File: config.mk
export PLATFORM = sky130hd
export DESIGN_NAME = doodle_motion
export DESIGN_NICKNAME = d
export VERILOG_FILES = /design/src/rtl/doodle_motion.sv
export SDC_FILE = /design/constraint.sdc
export NUM_CORES = 1
export LEC_CHECK = 0
export CAP_MARGIN = 5
export CORE_ASPECT_RATIO = 0.75
export CORE_UTILIZATION = 35
export DETAILED_ROUTE_END_ITERATION = 10
export HOLD_SLACK_MARGIN = 0.1
export PLACE_DENSITY = 0.54
export SLEW_MARGIN = 20
export SYNTH_ARGS = -nofsm -noshare
export SYNTH_HDL_FRONTEND = slang
export SYNTH_SLANG_ARGS = --single-unit
File: constraint.sdc
create_clock -name Clk -period 8.2 [get_ports Clk]
set_input_delay 0.82 -clock Clk [delete_from_list [all_inputs] [get_ports Clk]]
set_output_delay 0.82 -clock Clk [all_outputs]
set_load 0.01 [all_outputs]
File: src/rtl/doodle_motion.sv
// doodle_motion: frame-paced motion generator for the doodle sprite.
// Tracks the horizontal/vertical position and the current jump height
// from the one-hot game state, stepping once every TICK_DIV clocks.
module doodle_motion #(
    parameter int TICK_DIV = 500000,
    parameter int X_INIT   = 459,
    parameter int Y_INIT   = 480,
    parameter int X_MIN    = 144,
    parameter int X_MAX    = 774,
    parameter int Y_TOP    = 35,
    parameter int H_STEP   = 3
) (
    input  logic        Clk,
    input  logic        Reset,
    input  logic        q_I,
    input  logic        q_Up,
    input  logic        q_Down,
    input  logic        q_Done,
    input  logic        is_in_middle,
    input  logic [3:0]  vert_speed,
    input  logic        btn_left,
    input  logic        btn_right,
    output logic [9:0]  up_count,
    output logic [15:0] object_x,
    output logic [15:0] object_y,
    output logic        step,
    output logic        state_err
);

    localparam int CW = (TICK_DIV > 2) ? $clog2(TICK_DIV) : 1;
    localparam logic [CW-1:0] TICK_LAST  = CW'(TICK_DIV - 1);
    localparam logic [15:0]   X_INIT16   = 16'(X_INIT);
    localparam logic [15:0]   Y_INIT16   = 16'(Y_INIT);
    localparam logic [15:0]   X_MIN16    = 16'(X_MIN);
    localparam logic [15:0]   X_MAX16    = 16'(X_MAX);
    localparam logic [15:0]   Y_TOP16    = 16'(Y_TOP);
    localparam logic [16:0]   X_MAX17    = 17'(X_MAX);
    localparam logic [16:0]   H_STEP17   = 17'(H_STEP);
    localparam logic [16:0]   X_LEFT_LIM = 17'(X_MIN + H_STEP);
    localparam logic [16:0]   Y_TOP17    = 17'(Y_TOP);

    logic [CW-1:0] r_tick;
    logic [CW-1:0] w_tick_next;
    logic          r_step;
    logic          r_q_up_d;
    logic          r_state_err;
    logic [9:0]    r_up_count;
    logic [15:0]   r_x;
    logic [15:0]   r_y;

    logic [3:0]    w_state;
    logic          w_onehot;
    logic          w_rise;
    logic [10:0]   w_up_sum;
    logic [9:0]    w_up_sat;
    logic [16:0]   w_x_ext;
    logic [16:0]   w_y_ext;
    logic [16:0]   w_vs_ext;
    logic [16:0]   w_y_down_sum;
    logic [15:0]   w_y_down;
    logic [15:0]   w_y_up;
    logic [15:0]   w_x_next;

    assign w_tick_next = (r_tick == TICK_LAST) ? '0 : r_tick + 1'b1;

    // Zero bits or two-plus bits set both count as an illegal state.
    assign w_state  = {q_I, q_Up, q_Down, q_Done};
    assign w_onehot = (w_state != 4'd0) && ((w_state & (w_state - 4'd1)) == 4'd0);
    assign w_rise   = q_Up & ~r_q_up_d;

    // Widened arithmetic so saturation/clamp tests see the carry/borrow.
    assign w_vs_ext     = {13'd0, vert_speed};
    assign w_x_ext      = {1'b0, r_x};
    assign w_y_ext      = {1'b0, r_y};
    assign w_up_sum     = {1'b0, r_up_count} + {7'd0, vert_speed};
    assign w_up_sat     = w_up_sum[10] ? 10'd1023 : w_up_sum[9:0];
    assign w_y_down_sum = w_y_ext + w_vs_ext;
    assign w_y_down     = w_y_down_sum[16] ? 16'hFFFF : w_y_down_sum[15:0];
    // max(y - speed, Y_TOP) without ever forming a negative value.
    assign w_y_up       = (w_y_ext < (w_vs_ext + Y_TOP17)) ? Y_TOP16 : (r_y - {12'd0, vert_speed});

    // Horizontal wrap-around: leaving one edge re-enters at the other.
    always_comb begin
        w_x_next = r_x;
        if (btn_left && !btn_right) begin
            if (w_x_ext < X_LEFT_LIM) begin
                w_x_next = X_MAX16;
            end else begin
                w_x_next = r_x - H_STEP17[15:0];
            end
        end else if (btn_right && !btn_left) begin
            if ((w_x_ext + H_STEP17) > X_MAX17) begin
                w_x_next = X_MIN16;
            end else begin
                w_x_next = r_x + H_STEP17[15:0];
            end
        end
    end

    // Frame tick: free-running divider with a registered one-cycle step pulse.
    always_ff @(posedge Clk or posedge Reset) begin
        if (Reset) begin
            r_tick <= '0;
            r_step <= 1'b0;
        end else begin
            r_tick <= w_tick_next;
            r_step <= (w_tick_next == TICK_LAST);
        end
    end

    // Per-cycle monitors: q_Up edge history and sticky illegal-state flag.
    always_ff @(posedge Clk or posedge Reset) begin
        if (Reset) begin
            r_q_up_d    <= 1'b0;
            r_state_err <= 1'b0;
        end else begin
            r_q_up_d <= q_Up;
            if (!w_onehot) begin
                r_state_err <= 1'b1;
            end
        end
    end

    // Position and jump-height update, frozen while the state is illegal.
    always_ff @(posedge Clk or posedge Reset) begin
        if (Reset) begin
            r_x        <= X_INIT16;
            r_y        <= Y_INIT16;
            r_up_count <= 10'd0;
        end else if (w_onehot) begin
            if (r_step) begin
                if (q_I) begin
                    r_x        <= X_INIT16;
                    r_y        <= Y_INIT16;
                    r_up_count <= 10'd0;
                end else if (q_Up) begin
                    r_up_count <= w_up_sat;
                    if (!is_in_middle) begin
                        r_y <= w_y_up;
                    end
                    r_x <= w_x_next;
                end else if (q_Down) begin
                    r_up_count <= 10'd0;
                    r_y        <= w_y_down;
                    r_x        <= w_x_next;
                end
            end
            // A fresh rise (start or bounce) restarts the jump; this
            // overrides any increment made by a coincident step.
            if (w_rise) begin
                r_up_count <= 10'd0;
            end
        end
    end

    assign up_count  = r_up_count;
    assign object_x  = r_x;
    assign object_y  = r_y;
    assign step      = r_step;
    assign state_err = r_state_err;

endmodule

==> results.sh <==
export IMPL_first_global_vias=4592
export IMPL_final_common_cell="nor2_1"
export IMPL_cts_tree="yes"
export IMPL_htree_levels=3
export IMPL_synth_mux_area_share_pct=1.03
export IMPL_hold_depth=1
export IMPL_grt_antenna_before_repair=0
export IMPL_grt_max_degree=65
export IMPL_maxSlewHeadroom_pct=42.8
export IMPL_drt_wl_total_um=15100
export IMPL_r2r_start="object_x[0]$_DFFE_PP1P_"
export IMPL_hold_end="state_err$_DFFE_PP0N_"
export IMPL_final_core_util_pct=42.7
export IMPL_syn_to_final_growth_pct=17.6
export IMPL_gr_total_overflow=0
export IMPL_ant_nets=0
export IMPL_synth_compound_area_share_pct=25.5
export IMPL_yosysWarnings=0
export IMPL_hp_class="register to register"
export IMPL_p_per_area_nw_per_um2=116
export IMPL_synth_top_cell_area_share_pct=25.3
export IMPL_synth_top_family_by_area="simple AND/OR/NAND/NOR gates"
export IMPL_wl_per_cell_um=16.8
export IMPL_drt_iter0_markers=483
export IMPL_yosysUniqueCellTypes=74
export IMPL_start_util_pct=36.3
export IMPL_syn_inst=662
export IMPL_finalCriticalPeriod_ns=3.82
export IMPL_routabilityCongestion=0.883
export IMPL_setup_viol=0
export IMPL_endpoint_kind="register"
export IMPL_async_flop_share_pct=100
export IMPL_numCtsBuffers=9
export IMPL_cts_root_buffer="clkbuf_16"
export IMPL_syn_num_nets=700
export IMPL_drt_vias_per_instance=5.74
export IMPL_synth_top_area_cell="dfrtp_1"
export IMPL_ys_ff_latch=64
export IMPL_dp_slack_ns=4.10
export IMPL_hpwlAfterDp_um=10900
export IMPL_hold_path_startpoint="state_err$_DFFE_PP0N_"
export IMPL_crit_fanout=5
export IMPL_arrival_ns=4.03
export IMPL_layout_common_cells="nor2_1, clkdlybuf4s50_1, nand2_1, dfrtp_1, o21ai_0"
export IMPL_syn_area_sq_um=5330
export IMPL_reg2regPathDepth=9
export IMPL_netlist_top_cells_area="dfrtp_1, ha_1, dfstp_2"
export IMPL_die_w_um=145
export IMPL_port_buffers=56
export IMPL_fin_ws_ns=4.38
export IMPL_max_freq_mhz=262
export IMPL_drive_gt1_share_pct=8.44
export IMPL_cts_sinks=64
export IMPL_num_antenna_cells=0
export IMPL_peakVddDrop_uv=97.6
export IMPL_row_count=38
export IMPL_clock_latency_ns=0.33
export IMPL_slew_violations=0
export IMPL_hold_ws_ns=0.462
export IMPL_syn_area_per_cell_sq_um=8.06
export IMPL_die_y_um=109
export IMPL_vias=5157
export IMPL_cp_data_required_time_ns=8.41
export IMPL_dr_pass1_iters=5
export IMPL_rsz0062_at_grt="no"
export IMPL_clk_pin_slew_ns=0.05
export IMPL_yosys_area_share_simple_pct=26.0
export IMPL_dieArea_sq_um=15700
export IMPL_ios=57
export IMPL_tns_ns=0
export IMPL_grt_use_total_pct=20.0
export IMPL_nets=732
export IMPL_synth_ff_type="dfrtp_1"
export IMPL_leakagePower_nw=2.50
export IMPL_cts_resized=0
export IMPL_worst_slew_pin_slew_ns=0.857
export IMPL_hold_buffers=0
export IMPL_synth_edf_count=0
export IMPL_path_class="primary input to register"
export IMPL_fin_crit_sh_pct=46.5
export IMPL_clk_path_buf_depth=2
export IMPL_r2r_end="object_x[10]$_DFFE_PP0P_"
export IMPL_hold_viol_final=0
export IMPL_start_kind="primary input"
export IMPL_status="complete, no violations"
export IMPL_power_mw=0.728
export IMPL_postCtsSetupRepairBufs=0
export IMPL_skew_ns=0.00790
export IMPL_synth_xor_area_share_pct=5.26
export IMPL_synthAdderAreaFrac_pct=6.29
export IMPL_grt_pass1_wl_um=24400
export IMPL_drcViolationCount=0
export IMPL_synth_seq_area_share_pct=30.3
export IMPL_maxCapViolations=0
export IMPL_timing_reg2reg_setup_slack_ns=4.70
export IMPL_coreArea_sq_um=14700
export IMPL_fill_cells=1452
==> logic make-up (layout without fill, tap and decap cells) <==
group                    count (synthesis)  after routing
AO/OA/AOI/OAI                          198            198
XOR/XNOR                                32             32
adder cells (fa/ha/maj)                 25             25
buffers and inverters                   70            107
flip-flops                              64             64
multiplexers                             5              5
AND/OR/NAND/NOR                        268            268
==> synthesized netlist by cell type, drive strengths merged, types with 4 or more instances <==
cell type	instances
dfstp	10
dfrtp	54
a21oi	39
o21ai	48
inv	32
xnor2	17
and3	9
or3	5
nand2b	9
ha	22
a221o	6
a32oi	5
o22ai	5
a31oi	15
a2111oi	4
or2	8
o211ai	11
buf	10
o21bai	4
nor2b	17
mux2	4
clkbuf	28
nand2	54
xor2	15
nand3	26
o22a	5
a21o	6
a22o	5
nand4	11
o31ai	8
o21a	9
nor3	25
nor4	11
nor2	71
and2	6
==> worst max path at each step <==
stage                            startpoint                  endpoint  cells after the start
floorplan           object_x[0]$_DFFE_PP1P_   object_x[0]$_DFFE_PP1P_                     10
global placement              vert_speed[1]   object_y[2]$_DFFE_PP0P_                     11
detailed placement            vert_speed[1]   object_y[2]$_DFFE_PP0P_                     11
CTS                           vert_speed[1]   object_y[2]$_DFFE_PP0P_                     11
global route                  vert_speed[1]  object_y[12]$_DFFE_PP0P_                     11
finish                        vert_speed[1]   object_y[2]$_DFFE_PP0P_                     11
==> routing by layer <==
| metal | vias up | share of wire, % | GRT usage, % |
|---|---|---|---|
| met2 | 185 | 41 | 28.0 |
| met4 | 0 | 0.73 | 3.38 |
| li1 | 2495 | - | - |
| met1 | 2468 | 51 | 31.3 |
| met5 | - | 0 | 0 |
| met3 | 9 | 6.6 | 3.91 |
==> metrics by stage <==
stage,std cells,cell area (sq um)
2_1_floorplan,662,5330
3_3_place_gp,883,5980
3_5_place_dp,883,5980
4_1_cts,899,6270
5_1_grt,899,6270
6_report,899,6270
==> state kept, by name, summed over array words and instances, names as in the netlist <==
name,flops
r_q_up_d,1
object_y,16
up_count,10
object_x,16
step,1
r_tick,19
state_err,1
==> critical path, cell delays in order <==
cell and delay [ns]:
clkdlybuf4s50_1 0.61, inv_1 0.18, ha_1 0.24, or3_1 0.33, ha_1 0.20, a21oi_1 0.15
nand2_1 0.07, nor4_1 0.61, and2_1 0.37, o21ai_0 0.14, a32o_1 0.29
==> area by class of cell <==
type                    instances  area, sq um  area share, %
clock buffers                  10          239           3.81
clock inverters                 6         45.0          0.719
inverters                      32          120           1.92
multi-input cells             528         3420           54.5
flip-flops and latches         64         1610           25.7
well taps                     200          250           3.99
repair buffers                 59          583           9.30
==> power breakdown <==
| group | switching, mW | total (mW) | internal, mW | leakage (nW) |
|---|---|---|---|---|
| clock network | 0.151 | 0.365 | 0.213 | 0.131 |
| registers | 0.000150 | 0.317 | 0.316 | 0.821 |
| logic | 0.0298 | 0.0468 | 0.0170 | 1.55 |
| total | 0.181 | 0.728 | 0.547 | 2.50 |
Power figures use the tool's default switching activity.
